`src/rtl/dmem_arb_pkg.sv`:
```
// Shared types and constants for the data-memory round-robin arbiter.
// Optional statistics are enabled with DMEM_ARB_STATS_EN.
package dmem_arb_pkg;
    typedef enum logic [1:0] {
        IDLE,
        ISSUE,
        CAPT
    } state_t;

    localparam int STAT_W     = 16;
    localparam int DEF_WIDTH  = 16;
    localparam int DEF_NCORES = 8;
endpackage

```
`src/rtl/dmem_rr_arbiter_if.sv`:
```
// Core-array and data-memory bus seen by the arbiter.
// Slave is the arbiter side; master is the cores plus memory.
interface dmem_rr_arbiter_if
    import dmem_arb_pkg::*;
#(
    parameter int WIDTH  = DEF_WIDTH,
    parameter int NCORES = DEF_NCORES
);
    logic [NCORES-1:0]       core_rd;
    logic [NCORES-1:0]       core_wr;
    logic [NCORES*WIDTH-1:0] core_addr;
    logic [NCORES*WIDTH-1:0] core_wdata;
    logic [NCORES*WIDTH-1:0] core_rdata;
    logic [NCORES-1:0]       core_av;
    logic                    mem_rEn;
    logic                    mem_wEn;
    logic [WIDTH-1:0]        mem_addr;
    logic [WIDTH-1:0]        mem_wdata;
    logic [WIDTH-1:0]        mem_rdata;
    logic                    busy;

    modport slave (
        input  core_rd, core_wr, core_addr, core_wdata, mem_rdata,
        output core_rdata, core_av, mem_rEn, mem_wEn,
        output mem_addr, mem_wdata, busy
    );

    modport master (
        output core_rd, core_wr, core_addr, core_wdata, mem_rdata,
        input  core_rdata, core_av, mem_rEn, mem_wEn,
        input  mem_addr, mem_wdata, busy
    );
endinterface

```
`src/rtl/dmem_rr_arbiter_rr_pick.sv`:
```
// Combinational round-robin picker: first set request after ptr,
// wrapping modulo NCORES.
module rr_pick
    import dmem_arb_pkg::*;
#(
    parameter int  NCORES = DEF_NCORES,
    localparam int CW     = $clog2(NCORES)
) (
    input  logic [NCORES-1:0] req,
    input  logic [CW-1:0]     ptr,
    output logic              any_valid,
    output logic [CW-1:0]     grant
);
    logic [CW-1:0] cand;

    // Walk from farthest to nearest so the nearest hit wins.
    always_comb begin
        any_valid = 1'b0;
        grant     = '0;
        cand      = '0;
        for (int k = NCORES; k >= 1; k--) begin
            cand = CW'((int'(ptr) + k) % NCORES);
            if (req[cand]) begin
                any_valid = 1'b1;
                grant     = cand;
            end
        end
    end
endmodule

```
`src/rtl/dmem_rr_arbiter.sv`:
```
// Serializes per-core read/write requests onto one synchronous memory port.
// DMEM_ARB_STATS_EN adds per-core grant counters and a proto_err flag.
module dmem_rr_arbiter
    import dmem_arb_pkg::*;
#(
    parameter int  WIDTH  = DEF_WIDTH,
    parameter int  NCORES = DEF_NCORES,
    localparam int CW     = $clog2(NCORES)
) (
    input  logic              Clk,
    input  logic              rst,
`ifdef DMEM_ARB_STATS_EN
    input  logic [CW-1:0]     stat_sel,
    output logic [STAT_W-1:0] stat_cnt,
    output logic              proto_err,
`endif
    dmem_rr_arbiter_if.slave  bus
);
    state_t            state_q, state_d;
    logic [CW-1:0]     g_q, g_d;
    logic [CW-1:0]     ptr_q, ptr_d;
    logic              wr_q, wr_d;
    logic [NCORES-1:0] av_q, av_d;
    logic [WIDTH-1:0]  rdata_q [NCORES];
    logic [WIDTH-1:0]  rdata_d [NCORES];
    logic [WIDTH-1:0]  addr_a  [NCORES];
    logic [WIDTH-1:0]  wdata_a [NCORES];
    logic [NCORES-1:0] req;
    logic              pick_any;
    logic [CW-1:0]     pick_idx;
    logic              mem_ren, mem_wen;
    logic [WIDTH-1:0]  mem_addr, mem_wdata;

    for (genvar i = 0; i < NCORES; i++) begin : g_core
        assign addr_a[i]  = bus.core_addr[i*WIDTH +: WIDTH];
        assign wdata_a[i] = bus.core_wdata[i*WIDTH +: WIDTH];
        assign bus.core_rdata[i*WIDTH +: WIDTH] = rdata_q[i];
    end

    // A core still sees its completion pulse this cycle; never re-grant it.
    assign req = (bus.core_rd | bus.core_wr) & ~av_q;

    rr_pick #(.NCORES(NCORES)) u_pick (
        .req       (req),
        .ptr       (ptr_q),
        .any_valid (pick_any),
        .grant     (pick_idx)
    );

    always_comb begin
        state_d   = state_q;
        g_d       = g_q;
        wr_d      = wr_q;
        ptr_d     = ptr_q;
        av_d      = '0;
        rdata_d   = rdata_q;
        mem_ren   = 1'b0;
        mem_wen   = 1'b0;
        mem_addr  = '0;
        mem_wdata = '0;
        unique case (state_q)
            IDLE: begin
                if (pick_any) begin
                    g_d     = pick_idx;
                    wr_d    = bus.core_wr[pick_idx];
                    state_d = ISSUE;
                end
            end
            ISSUE: begin
                mem_addr = addr_a[g_q];
                if (wr_q) begin
                    mem_wen   = 1'b1;
                    mem_wdata = wdata_a[g_q];
                end else begin
                    mem_ren = 1'b1;
                end
                state_d = CAPT;
            end
            CAPT: begin
                if (!wr_q) rdata_d[g_q] = bus.mem_rdata;
                av_d[g_q] = 1'b1;
                ptr_d     = g_q;
                state_d   = IDLE;
            end
            default: state_d = IDLE;
        endcase
    end

    always_ff @(posedge Clk or posedge rst) begin
        if (rst) begin
            state_q <= IDLE;
            g_q     <= '0;
            wr_q    <= 1'b0;
            ptr_q   <= CW'(NCORES - 1);
            av_q    <= '0;
            rdata_q <= '{default: '0};
        end else begin
            state_q <= state_d;
            g_q     <= g_d;
            wr_q    <= wr_d;
            ptr_q   <= ptr_d;
            av_q    <= av_d;
            rdata_q <= rdata_d;
        end
    end

    assign bus.core_av   = av_q;
    assign bus.mem_rEn   = mem_ren;
    assign bus.mem_wEn   = mem_wen;
    assign bus.mem_addr  = mem_addr;
    assign bus.mem_wdata = mem_wdata;
    assign bus.busy      = (state_q != IDLE);

`ifdef DMEM_ARB_STATS_EN
    logic [STAT_W-1:0] cnt_q [NCORES];
    logic [STAT_W-1:0] cnt_d [NCORES];
    logic              proto_q, proto_d;

    always_comb begin
        cnt_d   = cnt_q;
        proto_d = proto_q;
        if (state_q == IDLE && pick_any &&
            bus.core_rd[pick_idx] && bus.core_wr[pick_idx])
            proto_d = 1'b1;
        if (state_q == CAPT && cnt_q[g_q] != '1)
            cnt_d[g_q] = cnt_q[g_q] + STAT_W'(1);
    end

    always_ff @(posedge Clk or posedge rst) begin
        if (rst) begin
            cnt_q   <= '{default: '0};
            proto_q <= 1'b0;
        end else begin
            cnt_q   <= cnt_d;
            proto_q <= proto_d;
        end
    end

    assign stat_cnt  = cnt_q[stat_sel];
    assign proto_err = proto_q;
`endif
endmodule

```
`src/flat_wrapper.sv`:
```
// flat-port wrapper written by rule: the top's interface ports become plain ports
module dmem_rr_arbiter_flat import dmem_arb_pkg::*;
#(
    parameter int  WIDTH  = DEF_WIDTH,
    parameter int  NCORES = DEF_NCORES,
    localparam int CW     = $clog2(NCORES)
)
  (Clk, rst, bus_core_rd, bus_core_wr, bus_core_addr, bus_core_wdata, bus_mem_rdata, bus_core_rdata, bus_core_av, bus_mem_rEn, bus_mem_wEn, bus_mem_addr, bus_mem_wdata, bus_busy);
  dmem_rr_arbiter_if #(.WIDTH(WIDTH), .NCORES(NCORES)) bus_i ();
  input  logic Clk;
  input  logic rst;
  input wire logic [$bits(bus_i.core_rd)-1:0] bus_core_rd;
  input wire logic [$bits(bus_i.core_wr)-1:0] bus_core_wr;
  input wire logic [$bits(bus_i.core_addr)-1:0] bus_core_addr;
  input wire logic [$bits(bus_i.core_wdata)-1:0] bus_core_wdata;
  input wire logic [$bits(bus_i.mem_rdata)-1:0] bus_mem_rdata;
  output wire logic [$bits(bus_i.core_rdata)-1:0] bus_core_rdata;
  output wire logic [$bits(bus_i.core_av)-1:0] bus_core_av;
  output wire logic [$bits(bus_i.mem_rEn)-1:0] bus_mem_rEn;
  output wire logic [$bits(bus_i.mem_wEn)-1:0] bus_mem_wEn;
  output wire logic [$bits(bus_i.mem_addr)-1:0] bus_mem_addr;
  output wire logic [$bits(bus_i.mem_wdata)-1:0] bus_mem_wdata;
  output wire logic [$bits(bus_i.busy)-1:0] bus_busy;
  assign bus_i.core_rd = bus_core_rd;
  assign bus_i.core_wr = bus_core_wr;
  assign bus_i.core_addr = bus_core_addr;
  assign bus_i.core_wdata = bus_core_wdata;
  assign bus_i.mem_rdata = bus_mem_rdata;
  assign bus_core_rdata = bus_i.core_rdata;
  assign bus_core_av = bus_i.core_av;
  assign bus_mem_rEn = bus_i.mem_rEn;
  assign bus_mem_wEn = bus_i.mem_wEn;
  assign bus_mem_addr = bus_i.mem_addr;
  assign bus_mem_wdata = bus_i.mem_wdata;
  assign bus_busy = bus_i.busy;
  dmem_rr_arbiter #(.WIDTH(WIDTH), .NCORES(NCORES)) u_core (.Clk(Clk), .rst(rst), .bus(bus_i));
endmodule
```
`config.mk`:
```
export PLATFORM = sky130hd
export DESIGN_NAME = dmem_rr_arbiter_flat
export DESIGN_NICKNAME = d
export VERILOG_FILES = /design/src/rtl/dmem_arb_pkg.sv /design/src/rtl/dmem_rr_arbiter_if.sv /design/src/rtl/dmem_rr_arbiter_rr_pick.sv /design/src/rtl/dmem_rr_arbiter.sv /design/src/flat_wrapper.sv
export SDC_FILE = /design/constraint.sdc
export NUM_CORES = 1
export LEC_CHECK = 0
export ABC_AREA = 0
export CAP_MARGIN = 30
export CELL_PAD_IN_SITES_DETAIL_PLACEMENT = 1
export CELL_PAD_IN_SITES_GLOBAL_PLACEMENT = 1
export CORE_MARGIN = 1
export CORE_UTILIZATION = 26
export DETAILED_ROUTE_END_ITERATION = 10
export PLACE_DENSITY = 0.85
export SYNTH_ARGS = -nofsm -noshare
export SYNTH_HDL_FRONTEND = slang
export SYNTH_SLANG_ARGS = --single-unit
```
`constraint.sdc`:
```
create_clock -name Clk -period 4.45 [get_ports Clk]
set_clock_uncertainty 0.05 [all_clocks]
set_input_delay 0.89 -clock Clk [delete_from_list [all_inputs] [get_ports Clk]]
set_output_delay 0.89 -clock Clk [all_outputs]
set_load 0.05 [all_outputs]
```
==> out/summary.txt, run 1 <==
flops & latches, synth: 145
Design Power: 12.4 mW
main flop type after synthesis: dfrtp_1
ranking of synthesized cells by area: dfrtp_1, mux2_2, a22oi_1
Syn Nets: 992
Fill cells: 3268
initial antenna violation count: 6
# Post-CTS Setup Buffers: 0
Slew Viols, Final: 0
Final setup viols: 0
ANT cells: 0
count leader, synth: dfrtp_1
DP Area: 0.0138 mm²
Ports: 461
Req. time, crit path: 4.71 ns
RSZ-0062 raised after global routing: false
hpwl dp: 32.0 mm
Slew @ Worst Pin: 0.991 ns
DRC: 0
fmax: 253 MHz
Leakage: 5.61 nW
worst-skew pair later-pin latency: 0.41 ns
CTS buffer count: 17
Min-Delay Startpoint: u_core.bus.core_rdata[75]
TritonCTS clock tree: yes
clock sink count: 145
Port Buffers: 460
PD cells: 860 mW/mm²
crit path capture type: register
dominant cell type by area after synthesis: dfrtp_1
# resized after CTS: 0
post-DR wirelength/cell: 27.0 µm
Avg Cell Area, Syn: 11.8 µm²
largest net degree at the start of global routing: 59
Place WS: 0.0953 ns
first-iteration detailed-routing DRC count: 502
gr usage total: 25.5%
R2R Setup Slk: 0.75 ns
Cell Rows: 64
MaxCap Viol Count: 0
worst min-delay path class: reg2reg
Synth top area share: 43.1%
Post-Synthesis Cells: 700
DR pass1 iterations: 5
worst hold slack: 0.455 ns
ys async rst share: 100%
worst setup path start: bus_core_wr[0]
sequential fraction of the synthesis area: 44.1%
Syn. warnings: 0
vias in the first global route: 9228
top cells by count, synth: dfrtp_1, mux2_2, a22oi_1
DR vias: 8341
VDD IR max: 0.000740 V
crit path max fanout: 9
FF+latch area: 0.00363 mm²
Area Growth Syn to Fin: 75.0%
Tmin final: 3.95 ns
Tcrit/Tclk final: 88.7%
number of enable flip-flop cells after synthesis: 0
reg2reg start: u_core.ptr_q[0]
final antenna-violating net count: 0
remaining global-route overflow: 0
Setup CP Type: in2reg
Via density: 5.31
final worst slack: 0.504 ns
crit path DAT: 4.20 ns
die width: 180 µm
Startpoint Class: input pin
post-placement cell count: 1538
max_slew headroom: 33.8%
final hold vios: 0
H-tree levels: 4
layout net count: 1454
Post-Route WL: 42.4 mm
first-pass GRT wire length: 61.5 mm
design area: 0.0144 mm²
outcome: finished clean
setup TNS: 0 ns
RD Place Congestion: 0.990
CORE AREA: 0.0309 mm²
Synth cell types: 57
Die Y: 180 µm
Synth Cell Area: 0.00824 mm²
multi-input logic area: 0.00441 mm²
Initial Utilization: 26.7%
final cell count without fillers: 1571
Reg clk slew, reported paths: 0.07 ns
Layout Utilization: 46.7%
Die ar.: 0.0324 mm²
Clock Tree Buf Depth: 2
cts hold-fix bufs: 0
layout cells sized above 1: 23.7%
root buf cell: clkbuf_16
worst max-delay path, stage by stage:
cell             delay, ns
clkdlybuf4s50_1       0.45
o21bai_1              0.64
mux4_2                0.39
nand2b_2              0.08
a21bo_4               0.23
o211ai_1              0.20
a221oi_2              0.10
nor3_2                0.29
mux2_4                0.33
or3b_1                0.38
a41o_1                0.21
logic make-up after synthesis:
logic type      after synthesis  synth area share, %
compound gates              190                 17.7
mux                         188                 28.3
flops                       145                 44.1
simple gates                113                 6.54
buf+inv                      59                 2.76
xor+xnor                      3                0.319
fa+ha+maj                     2                0.304
power breakdown:
part	switching [mW]	internal [mW]	total, mW
sequential	0.443	1.98	2.43
combinational	5.23	3.26	8.50
clock	0.675	0.800	1.47
area by class of cell:
cell class / instances / area share (%)
repair buffers: 495 / 36.5
multi-input cells: 496 / 30.6
flip-flops and latches: 145 / 25.2
well taps: 396 / 3.44
clock buffers: 17 / 2.95
clock inverters: 15 / 1.17
inverters: 7 / 0.208
cell usage in the layout (no fill, tap or decap), types with 18 or more instances in the layout:
master             n
buf_12            31
buf_4             30
dfrtp_1          140
mux2i_1           30
mux2_2           134
o21ai_0           18
clkdlybuf4s50_1  430
a22oi_1           72
nand2_1           22
nor2_1            32
path summary, 6_finish.rpt:
| check | end | cells past startpoint |
|---|---|---|
| worst min register to register | u_core.bus.core_rdata[75] | 1 |
| min in group asynchronous | u_core.bus.core_rdata[119] | 2 |
| max in group asynchronous | u_core.ptr_q[1] | 4 |
| worst max-delay path | u_core.wr_q | 11 |
| worst max register to register | u_core.wr_q | 11 |
| worst min-delay path | u_core.bus.core_rdata[75] | 1 |
registers in the layout (all words and copies together), names as in the netlist:
register	cells
u_core.ptr_q	3
u_core.bus.core_av	8
u_core.state_q	2
u_core.bus.core_rdata	128
u_core.wr_q	1
u_core.g_q	3
per-layer routing:
layer | wire (µm) | GRT usage [%] | vias up
met3 | 4360 | 10.5 | 78
li1 | - | - | 3646
met5 | 67 | 0 | -
met1 | 16600 | 30.1 | 4203
met2 | 20300 | 42.8 | 402
met4 | 1070 | 6.74 | 12
No activity file was read; power rests on OpenSTA's default activity.
==> run 2: changes to the inputs <==
--- a/config.mk
+++ b/config.mk
@@ -12,7 +12,7 @@
 export CORE_MARGIN = 1
 export CORE_UTILIZATION = 26
 export DETAILED_ROUTE_END_ITERATION = 10
-export PLACE_DENSITY = 0.85
+export PLACE_DENSITY = 0.79
 export SYNTH_ARGS = -nofsm -noshare
 export SYNTH_HDL_FRONTEND = slang
 export SYNTH_SLANG_ARGS = --single-unit
==> run 2 against run 1 <==
Effect of this change:
- setup slack lost 0.066 ns
- sequential power is essentially flat
- die area is the same
- via count grew 0.34%
- clock-buffer cell count is the same
- cell count shrank 0.25%
==> out/summary.txt, run 2 (synthesis gave the netlist of run 1 again) <==
outcome: finished clean
max_slew headroom: 34.2%
Tmin final: 4.01 ns
PD cells: 867 mW/mm²
DR vias: 8369
MaxCap Viol Count: 0
crit path max fanout: 10
Hold EP: u_core.bus.core_rdata[86]
Slew Viols, Final: 0
RD Place Congestion: 0.937
# Post-CTS Setup Buffers: 0
Die ar.: 0.0324 mm²
final antenna-violating net count: 0
reg2reg start: u_core.ptr_q[0]
# resized after CTS: 0
fmax: 249 MHz
Cell Rows: 64
Reg clk slew, reported paths: 0.07 ns
final worst slack: 0.437 ns
Via density: 5.34
worst min-delay path class: reg2reg
Ports: 461
CORE AREA: 0.0309 mm²
vias in the first global route: 9211
Die Y: 180 µm
Port Buffers: 460
cts hold-fix bufs: 0
hpwl dp: 32.7 mm
max reg flops: 128
ANT cells: 0
clock sink count: 145
Startpoint Class: input pin
Initial Utilization: 26.7%
crit path DAT: 4.28 ns
Setup CP Type: in2reg
gr usage total: 26.3%
Worst Reg-to-Reg Cells: 11
Leakage: 5.60 nW
CTS buffer count: 17
Req. time, crit path: 4.71 ns
remaining global-route overflow: 0
TritonCTS clock tree: yes
Worst path max stage delay: 0.67 ns
crit path capture type: register
crit path cell chain: clkdlybuf4s50_1 > o21bai_1 > mux4_2 > o2bb2ai_1 > a21oi_1 > o211ai_1 > a221oi_2 > nor3_2 > mux2_4 > or3b_1 > a41o_1
Clock Tree Buf Depth: 2
setup TNS: 0 ns
Min-Delay Startpoint: u_core.bus.core_rdata[86]
DRC: 0
VDD IR max: 0.000573 V
first-iteration detailed-routing DRC count: 508
DP Area: 0.0138 mm²
first-pass GRT wire length: 63.3 mm
Final setup viols: 0
RSZ-0062 raised after global routing: false
final hold vios: 0
DR pass1 iterations: 5
design area: 0.0144 mm²
commonest non-fill, non-tap cell in the layout: clkdlybuf4s50_1
H-tree levels: 4
hold depth: 1
largest net degree at the start of global routing: 102
Slew @ Worst Pin: 0.985 ns
worst-skew pair later-pin latency: 0.42 ns
layout cells sized above 1: 23.4%
final cell count without fillers: 1567
initial antenna violation count: 0
most frequent cells in the layout: clkdlybuf4s50_1, dfrtp_1, mux2_2
Place WS: 0.0630 ns
Post-Route WL: 43.1 mm
post-placement cell count: 1536
R2R Setup Slk: 0.62 ns
slowest cell on the critical path: o21bai_1
RR Endpoint: u_core.wr_q
worst hold slack: 0.454 ns
layout net count: 1451
Tcrit/Tclk final: 90.2%
post-DR wirelength/cell: 27.5 µm
die width: 180 µm
root buf cell: clkbuf_16
Area Growth Syn to Fin: 74.9%
-- run 2: cell types whose count changed in the layout (fill, tap and decap cells not counted) --
cell             before  now
clkinv_8              2    0
clkinvlp_4            3    4
buf_16                4    5
clkdlybuf4s50_1     430  429
bufinv_16             1    2
dfrtp_2               2    0
clkinv_4              2    1
buf_4                30   27
dfrtp_1             140  142
clkinv_2              1    0
inv_6                 4    5
-- run 2: per-layer routing --
layer | up-vias | share of wire (%) | global-route usage, %
li1 | 3633 | - | -
met1 | 4246 | 39 | 31.1
met2 | 427 | 48 | 43.8
met3 | 63 | 10 | 9.74
met4 | 0 | 3.1 | 9.50
met5 | - | 0 | 0
-- run 2: report_power, final --
group / switching [mW] / leakage, nW / total [mW] / internal (mW)
registers: 0.466 / 1.71 / 2.45 / 1.98
logic: 5.25 / 3.62 / 8.54 / 3.29
clock network: 0.660 / 0.283 / 1.51 / 0.846
-- run 2: through the flow --
step           util [%]  power [mW]
6_report           46.6        12.5
4_1_cts            46.6        12.5
5_1_grt            46.6        13.0
3_3_place_gp       44.3        10.8
2_1_floorplan         -        7.54
3_5_place_dp       44.7        10.9
-- run 2: worst max path at each step --
stage,from,to,slack [ns]
after floorplan,u_core.ptr_q[0],u_core.wr_q,0.64
after global placement,bus_core_wr[1],u_core.wr_q,0.19
after detailed placement,bus_core_rd[2],u_core.wr_q,0.06
after CTS,bus_core_addr[115],bus_mem_addr[3],0.49
after global routing,bus_core_wr[3],u_core.wr_q,0.35
final,bus_core_wr[1],u_core.wr_q,0.44
-- run 2: critical path: cells and delay by family --
kind            cells  cell delay, ns
simple gates        2            0.50
mux                 2            0.73
buf+inv             1            0.45
compound gates      6            1.69
-- run 2: cell type report --
class                      instances  area (µm²)
clock buffer                      17         425
sequential                       145        3630
timing repair buffer             492        5260
inverter                           7        30.0
clock inverter                    14         169
fill                            3277       16500
tap                              396         495
multi-input combinational        496        4410
